[src/rtl/ex_dispatch_if.sv]
// Issue-to-dispatcher bus: issued instruction in, execution-unit start,
// writeback/scoreboard-clear and error out.
interface ex_dispatch_if;
    logic        iss_dsp_valid;
    logic [1:0]  iss_dsp_func_unit;
    logic [4:0]  iss_dsp_regdest;
    logic        iss_dsp_writereg;
    logic [31:0] iss_dsp_rega;
    logic [31:0] iss_dsp_regb;

    logic        dsp_iss_stall;
    logic [2:0]  dsp_fu_go;
    logic [31:0] dsp_fu_rega;
    logic [31:0] dsp_fu_regb;
    logic        dsp_wb_valid;
    logic [1:0]  dsp_wb_unit;
    logic [4:0]  dsp_wb_regdest;
    logic        dsp_sb_clear;
    logic        dsp_err;

    modport master (
        output iss_dsp_valid, iss_dsp_func_unit, iss_dsp_regdest,
               iss_dsp_writereg, iss_dsp_rega, iss_dsp_regb,
        input  dsp_iss_stall, dsp_fu_go, dsp_fu_rega, dsp_fu_regb,
               dsp_wb_valid, dsp_wb_unit, dsp_wb_regdest, dsp_sb_clear, dsp_err
    );

    modport slave (
        input  iss_dsp_valid, iss_dsp_func_unit, iss_dsp_regdest,
               iss_dsp_writereg, iss_dsp_rega, iss_dsp_regb,
        output dsp_iss_stall, dsp_fu_go, dsp_fu_rega, dsp_fu_regb,
               dsp_wb_valid, dsp_wb_unit, dsp_wb_regdest, dsp_sb_clear, dsp_err
    );
endinterface

[src/rtl/ex_dispatch.sv]
// Functional-unit dispatcher: per-unit latency slots, fixed-priority completion
// arbitration (MUL > MEM > ALU). Define DISPATCH_MUL_PIPE_EN for a pipelined MUL.
module ex_dispatch #(
    parameter int ALU_LAT = 1,
    parameter int MEM_LAT = 3,
    parameter int MUL_LAT = 4
) (
    input  logic         clock,
    input  logic         reset,
    ex_dispatch_if.slave bus
);
    localparam int NUM_UNITS = 3;
    localparam int TW        = 8;

    typedef struct packed {
        logic [4:0] regdest;
        logic       writereg;
    } wb_tag_t;

    logic [NUM_UNITS-1:0] occ, done, grant, free, acc, tgt;
    wb_tag_t [NUM_UNITS-1:0] tag_q;
    wb_tag_t iss_tag, wb_tag;
    logic       tgt_busy;
    logic [1:0] wb_unit;
    logic [2:0]  go_q;
    logic [31:0] rega_q, regb_q;
    logic        err_q;

    assign iss_tag = {bus.iss_dsp_regdest, bus.iss_dsp_writereg};

`ifdef DISPATCH_MUL_PIPE_EN
    localparam int NUM_SLOTS = 2;

    // MUL is a fixed-depth shift pipe; top priority guarantees a grant on exit.
    logic    [MUL_LAT:1] vld_pipe;
    wb_tag_t [MUL_LAT:1] tag_pipe;

    always_ff @(posedge clock or posedge reset) begin
        if (reset) begin
            vld_pipe <= '0;
            tag_pipe <= '0;
        end else begin
            vld_pipe[1] <= acc[2];
            tag_pipe[1] <= iss_tag;
            for (int i = 2; i <= MUL_LAT; i++) begin
                vld_pipe[i] <= vld_pipe[i-1];
                tag_pipe[i] <= tag_pipe[i-1];
            end
        end
    end

    assign occ[2]   = 1'b0;
    assign done[2]  = vld_pipe[MUL_LAT];
    assign tag_q[2] = tag_pipe[MUL_LAT];
`else
    localparam int NUM_SLOTS = 3;
`endif

    // Blocking slots: load on accept, count down, sit DONE until granted.
    for (genvar u = 0; u < NUM_SLOTS; u++) begin : g_slot
        localparam int LAT = (u == 0) ? ALU_LAT : (u == 1) ? MEM_LAT : MUL_LAT;
        logic          occ_q;
        logic [TW-1:0] timer;
        wb_tag_t       tag;

        always_ff @(posedge clock or posedge reset) begin
            if (reset) begin
                occ_q <= 1'b0;
                timer <= '0;
                tag   <= '0;
            end else if (acc[u]) begin
                occ_q <= 1'b1;
                timer <= TW'(LAT - 1);
                tag   <= iss_tag;
            end else if (grant[u]) begin
                occ_q <= 1'b0;
            end else if (occ_q && timer != '0) begin
                timer <= timer - TW'(1);
            end
        end

        assign occ[u]   = occ_q;
        assign done[u]  = occ_q && (timer == '0);
        assign tag_q[u] = tag;
    end

    assign grant[2] = done[2];
    assign grant[1] = done[1] & ~done[2];
    assign grant[0] = done[0] & ~done[1] & ~done[2];

    // A slot being granted this cycle can take the next op in the same cycle.
    assign free = ~occ | grant;

    always_comb begin
        tgt = '0;
        case (bus.iss_dsp_func_unit)
            2'b00:   tgt = 3'b001;
            2'b01:   tgt = 3'b010;
            2'b10:   tgt = 3'b100;
            default: tgt = 3'b000;
        endcase
        tgt_busy = |(tgt & ~free);
        acc      = (bus.iss_dsp_valid && !tgt_busy) ? tgt : 3'b000;
    end

    always_comb begin
        wb_tag  = tag_q[0];
        wb_unit = 2'd0;
        if (grant[2]) begin
            wb_tag  = tag_q[2];
            wb_unit = 2'd2;
        end else if (grant[1]) begin
            wb_tag  = tag_q[1];
            wb_unit = 2'd1;
        end
    end

    always_ff @(posedge clock or posedge reset) begin
        if (reset) begin
            go_q   <= '0;
            rega_q <= '0;
            regb_q <= '0;
            err_q  <= 1'b0;
        end else begin
            go_q  <= acc;
            err_q <= bus.iss_dsp_valid && (bus.iss_dsp_func_unit == 2'b11);
            if (|acc) begin
                rega_q <= bus.iss_dsp_rega;
                regb_q <= bus.iss_dsp_regb;
            end
        end
    end

    assign bus.dsp_iss_stall  = bus.iss_dsp_valid & tgt_busy;
    assign bus.dsp_fu_go      = go_q;
    assign bus.dsp_fu_rega    = rega_q;
    assign bus.dsp_fu_regb    = regb_q;
    assign bus.dsp_err        = err_q;
    assign bus.dsp_wb_valid   = |done;
    assign bus.dsp_wb_unit    = wb_unit;
    assign bus.dsp_wb_regdest = (|done) ? wb_tag.regdest : 5'd0;
    assign bus.dsp_sb_clear   = (|done) & wb_tag.writereg;
endmodule

[src/flat_wrapper.sv]
// flat-port wrapper written by rule: the top's interface ports become plain ports
module ex_dispatch_flat 
#(
    parameter int ALU_LAT = 1,
    parameter int MEM_LAT = 3,
    parameter int MUL_LAT = 4
)
  (clock, reset, bus_iss_dsp_valid, bus_iss_dsp_func_unit, bus_iss_dsp_regdest, bus_iss_dsp_writereg, bus_iss_dsp_rega, bus_iss_dsp_regb, bus_dsp_iss_stall, bus_dsp_fu_go, bus_dsp_fu_rega, bus_dsp_fu_regb, bus_dsp_wb_valid, bus_dsp_wb_unit, bus_dsp_wb_regdest, bus_dsp_sb_clear, bus_dsp_err);
  ex_dispatch_if bus_i ();
  input  logic clock;
  input  logic reset;
  input wire logic [$bits(bus_i.iss_dsp_valid)-1:0] bus_iss_dsp_valid;
  input wire logic [$bits(bus_i.iss_dsp_func_unit)-1:0] bus_iss_dsp_func_unit;
  input wire logic [$bits(bus_i.iss_dsp_regdest)-1:0] bus_iss_dsp_regdest;
  input wire logic [$bits(bus_i.iss_dsp_writereg)-1:0] bus_iss_dsp_writereg;
  input wire logic [$bits(bus_i.iss_dsp_rega)-1:0] bus_iss_dsp_rega;
  input wire logic [$bits(bus_i.iss_dsp_regb)-1:0] bus_iss_dsp_regb;
  output wire logic [$bits(bus_i.dsp_iss_stall)-1:0] bus_dsp_iss_stall;
  output wire logic [$bits(bus_i.dsp_fu_go)-1:0] bus_dsp_fu_go;
  output wire logic [$bits(bus_i.dsp_fu_rega)-1:0] bus_dsp_fu_rega;
  output wire logic [$bits(bus_i.dsp_fu_regb)-1:0] bus_dsp_fu_regb;
  output wire logic [$bits(bus_i.dsp_wb_valid)-1:0] bus_dsp_wb_valid;
  output wire logic [$bits(bus_i.dsp_wb_unit)-1:0] bus_dsp_wb_unit;
  output wire logic [$bits(bus_i.dsp_wb_regdest)-1:0] bus_dsp_wb_regdest;
  output wire logic [$bits(bus_i.dsp_sb_clear)-1:0] bus_dsp_sb_clear;
  output wire logic [$bits(bus_i.dsp_err)-1:0] bus_dsp_err;
  assign bus_i.iss_dsp_valid = bus_iss_dsp_valid;
  assign bus_i.iss_dsp_func_unit = bus_iss_dsp_func_unit;
  assign bus_i.iss_dsp_regdest = bus_iss_dsp_regdest;
  assign bus_i.iss_dsp_writereg = bus_iss_dsp_writereg;
  assign bus_i.iss_dsp_rega = bus_iss_dsp_rega;
  assign bus_i.iss_dsp_regb = bus_iss_dsp_regb;
  assign bus_dsp_iss_stall = bus_i.dsp_iss_stall;
  assign bus_dsp_fu_go = bus_i.dsp_fu_go;
  assign bus_dsp_fu_rega = bus_i.dsp_fu_rega;
  assign bus_dsp_fu_regb = bus_i.dsp_fu_regb;
  assign bus_dsp_wb_valid = bus_i.dsp_wb_valid;
  assign bus_dsp_wb_unit = bus_i.dsp_wb_unit;
  assign bus_dsp_wb_regdest = bus_i.dsp_wb_regdest;
  assign bus_dsp_sb_clear = bus_i.dsp_sb_clear;
  assign bus_dsp_err = bus_i.dsp_err;
  ex_dispatch #(.ALU_LAT(ALU_LAT), .MEM_LAT(MEM_LAT), .MUL_LAT(MUL_LAT)) u_core (.clock(clock), .reset(reset), .bus(bus_i));
endmodule
[config.mk]
export PLATFORM = sky130hd
export DESIGN_NAME = ex_dispatch_flat
export DESIGN_NICKNAME = d
export VERILOG_FILES = /design/src/rtl/ex_dispatch_if.sv /design/src/rtl/ex_dispatch.sv /design/src/flat_wrapper.sv
export SDC_FILE = /design/constraint.sdc
export NUM_CORES = 1
export LEC_CHECK = 0
export CORE_ASPECT_RATIO = 0.5
export CORE_MARGIN = 4
export CORE_UTILIZATION = 50
export CTS_CLUSTER_SIZE = 8
export DETAILED_ROUTE_END_ITERATION = 6
export PLACE_DENSITY = 0.95
export SLEW_MARGIN = 10
export SYNTH_ARGS = -nofsm -noshare
export SYNTH_HDL_FRONTEND = slang
export SYNTH_SLANG_ARGS = --single-unit
[constraint.sdc]
create_clock -name clock -period 8.6 [get_ports clock]
set_input_delay 0.86 -clock clock [delete_from_list [all_inputs] [get_ports clock]]
set_output_delay 0.86 -clock clock [all_outputs]
set_load 0.02 [all_outputs]
==> impl_metrics.yaml <==
final_layout:
  fin_nets: 608
  multi_input_comb_area_mm2: 0.001893
  syn_to_final_growth_pct: 45.52
  num-fill-cells: 602
  regArea_mm2: 0.002828
  diodes: 0
  drive_gt1_share_pct: 20.63
clock_network:
  clkTransAtPathRegs_ns: 0.05
  cts.sinks: 113
  cts.repair.resized: 0
  cts_buffers: 17
  htreeDepth: 4
  post_cts_buffers: 0
  postCtsHoldBufs: 0
  cts_tree: "done"
  clock_path_buffers: 2
  clkLatencyLatePin_ns: 0.41
  cts_root_buf: "clkbuf_16"
floorplanning:
  ios: 153
  dieArea_mm2: 0.01145
  start_util_pct: 51.39
  die_y_um: 77.68
  die_x_um: 147.4
  core-area_mm2: 0.009447
  rows: 25
sta:
  setup_tns_ns: 0
  setup_viol: 0
  worstMarginPinSlew_ns: 1.167
  fin_skew_ns: 0.01563
  slew_headroom_pct: 21.92
  period_share_pct: 46.93
  hold_viol: 0
  layout_min_cycle_time_ns: 4.036
  rsz0062_at_grt: "no"
  max_freq_mhz: 247.8
  drv_slew: 0
power:
  combinationalPowerShare_pct: 30.6
  p_int_mw: 1.465
  p_switching_mw: 0.6446
  p_leak_nw: 2.987
  power_density_mw_per_mm2: 298.6
  vdd_drop_max_v: 0.0001652
  power.share.sequential_pct: 37.1
  sw_frac_of_total_pct: 30.55
  pwr-share-clk_pct: 32.3
  total_power_mw: 2.110
detailed_routing:
  post_drt_via_cell_ratio: 5.256
  drc: 0
  totalWireLength_mm: 11.82
  drtIter0Drc: 186
  dr.pass1.iters: 5
  vias: 3537
  drt.antenna.violating_nets: 0
  wl_per_cell_um: 17.56
global_routing:
  grt_overflow: 0
  grtUsageMet3_pct: 4.317
  grt_start_max_net_pins: 61
  grt_pass1_wl_mm: 19.22
  use_met2_pct: 40.28
  antenna_found_initial: 0
  grt_pass1_vias: 3840
  grt_usage_pct: 21.31
  busiest_layer: "met2"
  met1_usage_pct: 23.50
run:
  drv_cap: 0
logic_synthesis:
  synth_cells: 363
  synth-main-ff-cell: "dfrtp_1"
  synth.distinct_cells: 45
  syn_nets: 444
  yosysSeqAreaShare_pct: 58.25
  synth_edf_count: 0
  syn_avg_cell_area_um2: 13.37
  synth_area_mm2: 0.004855
  synth-async-reset-ratio_pct: 100.0
  ys_seq_elements: 113
  yosys_warnings: 0
setup_path:
  cp_data_arrival_time_ns: 3.18
  cp_max_fo: 17
  rr_worst_depth: 7
  crit_type: "register to output port"
  worstPathRequired_ns: 7.74
  cp-start-kind: "register"
  cp-end-kind: "output port"
placed_design:
  hpwlAfterDp_mm: 8.200
  portBuffers: 152
  globalplace.congestion: 0.8525
worst_hold_path:
  min_path_type: "register to register"
  holdPathStages: 1
status:
  status: "finished, final reports clean"
[power groups by stage]
stage | logic [mW] | clock network (mW) | registers [mW]
floorplan | 0.252 | 0 | 0.882
global placement | 0.617 | 0 | 0.775
detailed placement | 0.642 | 0 | 0.787
CTS | 0.654 | 0.688 | 0.782
global route | 0.689 | 0.713 | 0.802
finish | 0.646 | 0.681 | 0.783
[cells in the mapped netlist (all sizes together), types with 2 or more instances]
library cell  count  share of area, %
mux2             82                19
a211oi            3              0.72
xnor2            11               2.0
dfrtp           113                58
nor3b             2              0.31
xor2              9               1.6
nand2            14               1.1
o211ai            2              0.31
nor3              3              0.31
nor2b             2              0.26
a21oi             3              0.31
nand2b            5              0.64
and3              2              0.26
o21ai             2              0.21
ha                6               1.5
nand3            14               1.6
a31oi             2              0.57
clkbuf            3              0.23
and2              2              0.26
nor4              8               1.6
a311oi            7               1.4
inv              12              0.93
buf               8               1.6
nor2             36               2.8
[stage by stage]
stage / std cells / util, % / setup WS, ns / hold slack (ns) / area, um^2
after floorplan: 363 / - / 4.753 / 0.4790 / 4855
after global placement: 643 / 68.66 / 5.000 / 0.4674 / 6486
after detailed placement: 643 / 68.66 / 4.955 / 0.4754 / 6486
after CTS: 673 / 74.72 / 4.502 / 0.4852 / 7058
after global routing: 673 / 74.78 / 4.372 / 0.4983 / 7064
final: 673 / 74.78 / 4.564 / 0.4814 / 7064
[sequential cells by signal (all words and copies together), names as in the netlist]
name and flops:
u_core.bus.dsp_fu_rega 32, u_core.bus.dsp_fu_regb 32, u_core.g_slot.timer 24, u_core.g_slot.tag 18, u_core.bus.dsp_fu_go 3, u_core.g_slot.occ_q 3, u_core.bus.dsp_err 1
[worst max-delay path: stages, from the launching register on]
cell and delay, ns:
dfrtp_1 0.46, nor4_4 0.48, nand4_2 0.51, nand2_1 0.18, a21oi_1 0.15, a311oi_1 0.32, clkdlybuf4s50_1 0.67
[path summary, 6_finish.rpt]
check / startpoint / end / slack, ns
min in group asynchronous: reset / u_core.bus.dsp_fu_regb[28] / 0.93
worst max-delay path: u_core.g_slot[2].timer[2] / bus_dsp_wb_regdest[0] / 4.56
worst max register to register: u_core.g_slot[1].timer[0] / u_core.bus.dsp_fu_regb[29] / 5.51
worst min-delay path: u_core.bus.dsp_fu_regb[15] / u_core.bus.dsp_fu_regb[15] / 0.48
max in group asynchronous: reset / u_core.bus.dsp_fu_regb[21] / 6.48
worst min register to register: u_core.bus.dsp_fu_regb[15] / u_core.bus.dsp_fu_regb[15] / 0.48
[kinds of logic after synthesis]
| kind of cell | share of synthesized area [%] |
|---|---|
| AO/OA/AOI/OAI | 4.227 |
| XOR/XNOR | 3.608 |
| adder cells (fa/ha/maj) | 1.546 |
| buffers and inverters | 2.886 |
| flip-flops | 58.25 |
| multiplexers | 19.02 |
| AND/OR/NAND/NOR | 10.46 |
[final cells by class]
class | count | area share [%]
Timing Repair Buffer | 156 | 21.96
Multi-Input combinational cell | 226 | 26.80
Inverter | 13 | 0.7262
Tap cell | 135 | 2.391
Clock buffer | 24 | 6.961
Sequential cell | 113 | 40.03
Clock inverter | 6 | 1.134
[metal layers]
| metal | routed length (um) | up-vias |
|---|---|---|
| met5 | 0 | - |
| met1 | 4447 | 1779 |
| met2 | 6505 | 132 |
| met4 | 255 | 0 |
| li1 | - | 1600 |
| met3 | 605 | 26 |
[cells in the final DEF, fill, tap and decap left out, types with 2 or more instances in the layout]
cell	Yosys	final
a211oi_1	2	2
a21oi_1	3	3
a311oi_1	6	6
and2_1	2	2
and3_1	2	2
buf_4	1	4
bufinv_16	0	2
clkbuf_1	3	3
clkbuf_16	0	17
clkbuf_8	0	4
clkdlybuf4s50_1	0	152
clkinv_2	0	4
dfrtp_1	113	113
ha_1	6	6
inv_1	12	11
mux2_1	15	15
mux2_2	67	67
nand2_1	14	14
nand2b_1	5	5
nand3_1	12	12
nand3_2	2	2
nor2_1	36	36
nor2b_1	2	2
nor3_1	3	3
nor3b_1	2	2
nor4_1	5	5
nor4_2	2	2
o211ai_1	2	2
o21ai_0	2	2
xnor2_1	11	11
xor2_1	9	9
Power figures use the tool's default switching activity.
